### src/rtl/ir_pkg.sv
// Shared definitions for the IR command scheduler: the FSM state type,
// the command nibble width and the register offsets from IO_ADDRESS.
package ir_pkg;

  localparam int CMD_W = 4;

  // Register offsets relative to IO_ADDRESS
  localparam logic [7:0] REG_PUSH = 8'd0;
  localparam logic [7:0] REG_CTRL = 8'd1;

  typedef enum logic [1:0] {
    ST_IDLE      = 2'd0,
    ST_REQ       = 2'd1,
    ST_WAIT_DONE = 2'd2
  } ir_state_t;

endpackage

### src/rtl/ir_cmd_fifo.sv
// Command queue for the IR scheduler: DEPTH entries of CMD_W bits, with
// push, pop and flush, plus a sticky overflow flag for dropped pushes.
// DEPTH must be a power of two so the pointers wrap naturally.
module ir_cmd_fifo
  import ir_pkg::*;
#(
  parameter int DEPTH = 4
) (
  input  logic                     i_clk,
  input  logic                     i_rst_n,
  input  logic                     i_push,
  input  logic                     i_pop,
  input  logic                     i_flush,
  input  logic [CMD_W-1:0]         i_din,
  output logic [CMD_W-1:0]         o_head,
  output logic [$clog2(DEPTH):0]   o_count,
  output logic                     o_full,
  output logic                     o_empty,
  output logic                     o_overflow
);

  localparam int PTR_W = $clog2(DEPTH);
  localparam int CNT_W = PTR_W + 1;

  logic [CMD_W-1:0] r_mem [DEPTH];
  logic [PTR_W-1:0] r_wr_ptr;
  logic [PTR_W-1:0] r_rd_ptr;
  logic [CNT_W-1:0] r_count;
  logic             r_overflow;

  logic w_full;
  logic w_empty;
  logic w_do_pop;
  logic w_do_push;
  logic w_drop;

  assign w_full  = (r_count == CNT_W'(DEPTH));
  assign w_empty = (r_count == '0);

  // A flush wins over everything; a push into a full queue is only
  // accepted when a pop frees the head slot in the same cycle.
  assign w_do_pop  = i_pop && !w_empty && !i_flush;
  assign w_do_push = i_push && !i_flush && (!w_full || w_do_pop);
  assign w_drop    = i_push && !i_flush && w_full && !w_do_pop;

  // Storage write; contents need no reset because occupancy gates reads
  always_ff @(posedge i_clk) begin
    if (w_do_push) begin
      r_mem[r_wr_ptr] <= i_din;
    end
  end

  // Pointers, occupancy and sticky overflow
  always_ff @(posedge i_clk or negedge i_rst_n) begin
    if (!i_rst_n) begin
      r_wr_ptr   <= '0;
      r_rd_ptr   <= '0;
      r_count    <= '0;
      r_overflow <= 1'b0;
    end else if (i_flush) begin
      r_wr_ptr   <= '0;
      r_rd_ptr   <= '0;
      r_count    <= '0;
      r_overflow <= 1'b0;
    end else begin
      if (w_do_push) begin
        r_wr_ptr <= r_wr_ptr + 1'b1;
      end
      if (w_do_pop) begin
        r_rd_ptr <= r_rd_ptr + 1'b1;
      end
      case ({w_do_push, w_do_pop})
        2'b10:   r_count <= r_count + 1'b1;
        2'b01:   r_count <= r_count - 1'b1;
        default: r_count <= r_count;
      endcase
      if (w_drop) begin
        r_overflow <= 1'b1;
      end
    end
  end

  assign o_head     = r_mem[r_rd_ptr];
  assign o_count    = r_count;
  assign o_full     = w_full;
  assign o_empty    = w_empty;
  assign o_overflow = r_overflow;

endmodule

### src/rtl/ir_command_scheduler.sv
// IR command scheduler: queues command nibbles written over the bus and
// hands one to the IR transmitter per send slot using a request/busy
// handshake. Optional macro IR_REPEAT_LAST_EN re-sends the last command
// on a slot where the queue is empty.
module ir_command_scheduler
  import ir_pkg::*;
#(
  parameter logic [7:0] IO_ADDRESS  = 8'h90,
  parameter int         FIFO_DEPTH  = 4,
  parameter int         TICK_CYCLES = 10_000_000
) (
  input  logic                          CLK,
  input  logic                          RESET,
  input  logic                          BUS_WE,
  input  logic [7:0]                    BUS_ADDR,
  input  logic [7:0]                    BUS_DATA,
  input  logic                          TX_BUSY,
  output logic [3:0]                    COMMAND,
  output logic                          SEND_PACKET,
  output logic [$clog2(FIFO_DEPTH):0]   FIFO_COUNT,
  output logic                          FIFO_FULL,
  output logic                          OVERFLOW
);

  localparam int               TICK_W    = (TICK_CYCLES > 1) ? $clog2(TICK_CYCLES) : 1;
  localparam logic [TICK_W-1:0] TICK_LAST = TICK_W'(TICK_CYCLES - 1);
  localparam logic [7:0]       PUSH_ADDR = IO_ADDRESS + REG_PUSH;
  localparam logic [7:0]       CTRL_ADDR = IO_ADDRESS + REG_CTRL;

  logic [TICK_W-1:0] r_tick_cnt;
  ir_state_t         r_state;
  ir_state_t         w_state_next;
  logic [CMD_W-1:0]  r_command;

  logic             w_tick;
  logic             w_push;
  logic             w_flush;
  logic             w_pop;
  logic             w_empty;
  logic [CMD_W-1:0] w_head;
  logic             w_unused_data;

  assign w_push        = BUS_WE && (BUS_ADDR == PUSH_ADDR);
  assign w_flush       = BUS_WE && (BUS_ADDR == CTRL_ADDR) && BUS_DATA[0];
  assign w_tick        = (r_tick_cnt == TICK_LAST);
  assign w_unused_data = ^BUS_DATA[7:4];

  ir_cmd_fifo #(
    .DEPTH (FIFO_DEPTH)
  ) u_fifo (
    .i_clk      (CLK),
    .i_rst_n    (RESET),
    .i_push     (w_push),
    .i_pop      (w_pop),
    .i_flush    (w_flush),
    .i_din      (BUS_DATA[CMD_W-1:0]),
    .o_head     (w_head),
    .o_count    (FIFO_COUNT),
    .o_full     (FIFO_FULL),
    .o_empty    (w_empty),
    .o_overflow (OVERFLOW)
  );

  // Free-running send-slot counter, independent of the handshake
  always_ff @(posedge CLK or negedge RESET) begin
    if (!RESET) begin
      r_tick_cnt <= '0;
    end else if (w_tick) begin
      r_tick_cnt <= '0;
    end else begin
      r_tick_cnt <= r_tick_cnt + 1'b1;
    end
  end

`ifdef IR_REPEAT_LAST_EN
  logic r_last_valid;

  // Remembers that COMMAND holds something worth re-sending
  always_ff @(posedge CLK or negedge RESET) begin
    if (!RESET) begin
      r_last_valid <= 1'b0;
    end else if (w_pop) begin
      r_last_valid <= 1'b1;
    end
  end
`endif

  // Handshake state register
  always_ff @(posedge CLK or negedge RESET) begin
    if (!RESET) begin
      r_state <= ST_IDLE;
    end else begin
      r_state <= w_state_next;
    end
  end

  // Next state and pop decision; ticks outside IDLE are simply dropped
  always_comb begin
    w_state_next = r_state;
    w_pop        = 1'b0;
    case (r_state)
      ST_IDLE: begin
        if (w_tick) begin
          if (!w_empty) begin
            w_pop        = 1'b1;
            w_state_next = ST_REQ;
          end
`ifdef IR_REPEAT_LAST_EN
          else if (r_last_valid) begin
            w_state_next = ST_REQ;
          end
`endif
        end
      end
      ST_REQ: begin
        if (TX_BUSY) begin
          w_state_next = ST_WAIT_DONE;
        end
      end
      ST_WAIT_DONE: begin
        if (!TX_BUSY) begin
          w_state_next = ST_IDLE;
        end
      end
      default: w_state_next = ST_IDLE;
    endcase
  end

  // COMMAND is loaded only on a pop, so it stays put through the handshake
  always_ff @(posedge CLK or negedge RESET) begin
    if (!RESET) begin
      r_command <= '0;
    end else if (w_pop) begin
      r_command <= w_head;
    end
  end

  assign COMMAND     = r_command;
  assign SEND_PACKET = (r_state == ST_REQ);

endmodule

### config.mk
export PLATFORM = sky130hd
export DESIGN_NAME = ir_command_scheduler
export DESIGN_NICKNAME = d
export VERILOG_FILES = /design/src/rtl/ir_pkg.sv /design/src/rtl/ir_cmd_fifo.sv /design/src/rtl/ir_command_scheduler.sv
export SDC_FILE = /design/constraint.sdc
export NUM_CORES = 1
export LEC_CHECK = 0
export ABC_CLOCK_PERIOD_IN_PS = 4100
export CORE_MARGIN = 2
export CORE_UTILIZATION = 59
export CTS_CLUSTER_SIZE = 24
export DETAILED_ROUTE_END_ITERATION = 16
export HOLD_SLACK_MARGIN = 0.08
export PLACE_DENSITY = 0.87
export SLEW_MARGIN = 20
export SYNTH_ARGS = -nofsm -noshare
export SYNTH_HDL_FRONTEND = slang
export SYNTH_SLANG_ARGS = --single-unit
### constraint.sdc
create_clock -name CLK -period 4.1 [get_ports CLK]
set_input_delay 0.82 -clock CLK [delete_from_list [all_inputs] [get_ports CLK]]
set_output_delay 0.82 -clock CLK [all_outputs]
set_load 0.02 [all_outputs]
# Word-level counts from Yosys, hierarchy flattened
# Memory sizes are Yosys's and may differ from the RTL's. A register that Yosys moved wholly into a read port is not among the register bits.
# Index checks and enable logic that the tools add are counted.
# word_totals
register_bits	34
mem_count	1
ramBits	16
# classes
eq_ne	12
mux	19
reduce_logical	22
add_sub_neg	5
# mem_list
name	depth	word_bits	read_ports	rd_clocked_by_memory_dff	wr	line_no	text
u_fifo.r_mem	4	4	1	1	1	ir_cmd_fifo.sv:25	logic [CMD_W-1:0] r_mem [DEPTH];
# ops
cell	count
$add 24x1->24 const B	1
$eq 24x24->1 const B	1
$mux 24	1
$eq 8x8->1 const B	2
$mux 2	8
$logic_and 1x1->1	9
$ne 2x2->1 const B	4
$mux 1	7
$pmux 2 s3	1
$pmux 3 s2	1
$reduce_bool 2->1	3
$logic_not 1->1	5
$add 2x1->2 const B	2
$eq 2x1->1 const B	2
$eq 2x2->1 const B	2
$reduce_and 4->1	1
$add 3x1->3 const B	1
$eq 3x3->1 const B	1
$logic_not 3->1	1
$mux 3	1
$reduce_bool 3->1	1
$sub 3x1->3 const B	1
$logic_not 2->1	1
$logic_or 1x1->1	1

# Logic depth before layout (Yosys ltp)
# depth
ltp_word	11
mapped_depth	10
depth_no_buf	10

# By module
# A second synthesis with hierarchy kept.
# hier_totals
cells_unflattened	224
area_unflattened_um2	2611.3
# by_module_without_submodules
mod	seq_area_each_um2	area_per_inst_um2	cells_each	n_inst
ir_command_scheduler	750.7	1442.6	136	1
ir_cmd_fifo	680.7	1168.6	88	1

# Least setup slack after synthesis
# OpenSTA, ideal clock, no wires.
# synth_path
kind	input-to-reg
startpoint	in BUS_ADDR[1]
endpoint	reg u_fifo.r_count[2], in the netlist u_fifo.o_count[2]
setup_slack_ns	1.151
cell_stages	8
arrival_time_ns	2.829
required_ns	3.980
path_cell_list	nor4b_1 > nand3b_1 > and4_1 > fa_1 > nor4_1 > and4_2 > o21ai_0 > and3_1
# synth_via
elab_chain_len	10
# synth_rtl
item	line_no	text
from (decl)	ir_command_scheduler.sv:15	input logic [7:0] BUS_ADDR,
$eq 8x8->1	ir_command_scheduler.sv:44	assign w_flush = BUS_WE && (BUS_ADDR == CTRL_ADDR) && BUS_DATA[0];
$logic_and 1x1->1 (2 in series)	ir_command_scheduler.sv:44	
$logic_not 1->1	ir_cmd_fifo.sv:42, ir_cmd_fifo.sv:43	
$logic_and 1x1->1	ir_cmd_fifo.sv:42	assign w_do_pop = i_pop && !w_empty && !i_flush;
$logic_or 1x1->1	ir_cmd_fifo.sv:43	assign w_do_push = i_push && !i_flush && (!w_full || w_do_pop);
$logic_and 1x1->1	ir_cmd_fifo.sv:43	
$eq 2x1->1 / $eq 2x2->1 (equally long branches)	ir_cmd_fifo.sv:72	case ({w_do_push, w_do_pop})
$pmux 3 s2	ir_cmd_fifo.sv:72	
$mux 3	ir_cmd_fifo.sv:60	end else if (i_flush) begin
to (signal assigned)	ir_cmd_fifo.sv:73	2'b10: r_count <= r_count + 1'b1;
to (signal assigned)	ir_cmd_fifo.sv:74	2'b01: r_count <= r_count - 1'b1;
to (signal assigned)	ir_cmd_fifo.sv:75	default: r_count <= r_count;
to (decl)	ir_cmd_fifo.sv:28	logic [CNT_W-1:0] r_count;
# Parallel ways exist; a longest one is shown, timed or not.
# A chain may end at the register's enable or synchronous reset.

# Worst setup path after layout
# Ends and elaborated chain as after synthesis.

==> flow_summary.toml <==
[run_status]
run_status = "finished, final reports clean"

[synthesis]
ys_ff_latch = 54
syn-instance-count = 208
syn_area_um2 = 2550
syn_avg_cell_area_um2 = 12.3
ys_seq_area_frac = 0.560
synth.distinct_cells = 48
yosysWarnings = 0
synthesis.nets = 234
ys.flop_type = "dfrtp_1"
synth_edf_count = 16
synth-async-reset-ratio = 0.704

[clocking]
clkSinkCount = 54
cts_resized = 0
cts_hold_buffers = 0
numCtsBuffers = 5
postCtsSetupBuffers = 0
cts.clk_slew.worst_paths_ns = 0.09
htree_levels = 2
cts_tree = "built"
clk_path_buf_depth = 2
clock_latency_ns = 0.29
clockRootBuffer = "clkbuf_8"

[finish]
final_util = 0.719
n_antenna_cell = 0
mostFrequentLayoutCells = "38 x dfrtp_1, 24 x clkdlybuf4s50_1, 17 x nor2_1"
final_nets = 264
final_layout_size_suffix_gt1_frac = 0.0962
fillers = 287
final_common_cell = "dfrtp_1"
area.growth.synth_to_final_pct = 15.0

[die]
fp-row-count = 23
die_x_um = 69.8
die_h_um = 69.8
die-area_um2 = 4870
start_util = 0.625
coreArea_um2 = 4090
ioPinCount = 30

[placed_design]
finalWeightedCongestion = 0.835
place_ws_ns = 0.651
port_buffers = 25
dp_hpwl_um = 3070

[setup_path]
worstPathRequired_ns = 4.29
arrival_ns = 3.36
regToRegSetupSlack_ns = 1.02
reg2reg_depth = 9
cp_slowest_stage_delay_ns = 0.52
worst_setup_path_start_kind = "input port"
path_cells = "clkdlybuf4s50_1, nor4b_1, nand3b_1, and4_1, fa_1, nor4_1, and4_2, o21ai_0, and3_1"
crit_buf_inv = 1
reg2reg_to = "u_fifo.o_count[2]"
cp_slowest_cell = "nor4b_1"
crit_family = "simple AND/OR/NAND/NOR gates"
cp-startpoint = "BUS_ADDR[1]"
r2r-start = "r_tick_cnt[16]"
cp-endpoint = "u_fifo.o_count[2]"
cp-end-kind = "flip-flop"
critPathKind = "input port to flip-flop"
path_max_fanout = 3
cp_num_cells = 9

[sta]
maxSlewHeadroom = 0.438
rsz0062_at_grt = "false"
max_freq_mhz = 316
maxSlewViolCount = 0
setup_tns_ns = 0
worst_pin_slew_ns = 0.843
fin_crit_ns = 3.17
hold_violations = 0
setup_viol = 0
fin_worst_skew_ns = 0.00417
fin_crit_sh = 0.773
layout_setup_ws_ns = 0.930

[global_route]
grt_max_degree = 39
antenna_found_initial = 0
grt.overflow.total = 0
grt_pass1_vias = 1656
grtUsageTotal = 0.197
grt_first_pass_wirelength_um = 7450

[routing]
ant_nets = 0
routed-via-count = 1637
routedWlPerCell_um = 15.1
drtPass1Iterations = 4
drc_errors = 0
drt-total-wl_um = 4370
drt_iter0_drc = 85
via_per_inst = 5.66

[power]
p_per_area_nw_per_um2 = 301
ir_drop_v = 0.000202
sequentialPowerShare = 0.637
power_mw = 0.883
comb_power_share = 0.051
p_int_mw = 0.701
p_clk_frac = 0.312
swShare = 0.206
p_sw_mw = 0.182
power_leakage_nw = 1.21

[flow_run]
cap_violations = 0

[hold_path]
hold_path_class = "flip-flop to flip-flop"
power by group through the flow:
stage	logic, mW	clock network (mW)	registers (mW)
2_1_floorplan	0.0130	0	0.575
3_3_place_gp	0.0446	0	0.573
3_5_place_dp	0.0460	0	0.573
4_1_cts	0.0462	0.285	0.562
5_1_grt	0.0516	0.309	0.563
6_report	0.0455	0.275	0.562
routing by layer:
layer / share of wire / vias to the layer above / GRT usage
li1: - / 798 / -
met3: 0.030 / 7 / 0.0363
met1: 0.48 / 804 / 0.261
met2: 0.47 / 28 / 0.317
met5: 0 / - / 0
met4: 0.016 / 0 / 0.0855
kinds of logic after synthesis:
logic type | Yosys count | share of synthesized area
simple gates | 91 | 0.211
flops | 54 | 0.560
xor+xnor | 24 | 0.0823
mux | 12 | 0.0686
compound gates | 11 | 0.0289
buf+inv | 10 | 0.0167
fa+ha+maj | 6 | 0.0323
registers in the layout (all words and copies together), names as in the netlist:
| register | count |
|---|---|
| u_fifo.r_wr_ptr | 2 |
| u_fifo.o_count | 3 |
| COMMAND | 4 |
| u_fifo.r_rd_ptr | 2 |
| u_fifo.o_overflow | 1 |
| r_tick_cnt | 24 |
| r_state | 2 |
| u_fifo.r_mem | 16 |
worst min path at each step:
stage	startpoint	endpoint	depth (start not counted)
final	r_tick_cnt[8]	r_tick_cnt[8]	1
after global placement	r_tick_cnt[4]	r_tick_cnt[4]	1
after global routing	r_tick_cnt[22]	r_tick_cnt[22]	1
after floorplan	r_tick_cnt[13]	r_tick_cnt[13]	1
after detailed placement	u_fifo.o_overflow	u_fifo.o_overflow	1
after CTS	r_tick_cnt[22]	r_tick_cnt[22]	1
through the flow:
step	std cells	hold slack, ns	instance area (um2)
after floorplan	208	0.451	2550
after global placement	281	0.480	2860
after detailed placement	281	0.481	2860
after CTS	289	0.505	2940
after global routing	289	0.511	2940
final	289	0.501	2940
synth_stat cells (2+ instances only):
| library cell | n | area (um2) |
|---|---|---|
| dfrtp_1 | 38 | 951 |
| nor2_1 | 17 | 63.8 |
| edfxtp_1 | 16 | 480 |
| nand2_1 | 15 | 56.3 |
| xnor2_1 | 15 | 131 |
| nand3_1 | 11 | 55.1 |
| xor2_1 | 9 | 78.8 |
| and2_1 | 8 | 50.1 |
| inv_1 | 6 | 22.5 |
| ha_1 | 5 | 62.6 |
| nor3_1 | 5 | 25.0 |
| and3_1 | 4 | 25.0 |
| mux2_2 | 4 | 45.0 |
| mux2i_1 | 4 | 40.0 |
| mux4_2 | 4 | 90.1 |
| nand2b_1 | 4 | 25.0 |
| nand4_1 | 4 | 25.0 |
| nor4_1 | 4 | 25.0 |
| o21ai_0 | 3 | 15.0 |
| clkbuf_1 | 2 | 7.51 |
| or3_1 | 2 | 12.5 |
| or4_1 | 2 | 15.0 |
layout make-up:
cell class / count / area (um2) / area share
clock buffers: 8 / 80.1 / 0.0273
inverters: 6 / 22.5 / 0.00767
multi-input cells: 144 / 1080 / 0.368
flip-flops and latches: 54 / 1430 / 0.487
well taps: 50 / 62.6 / 0.0213
repair buffers: 27 / 260 / 0.0886
(Power assumes the default switching activity.)
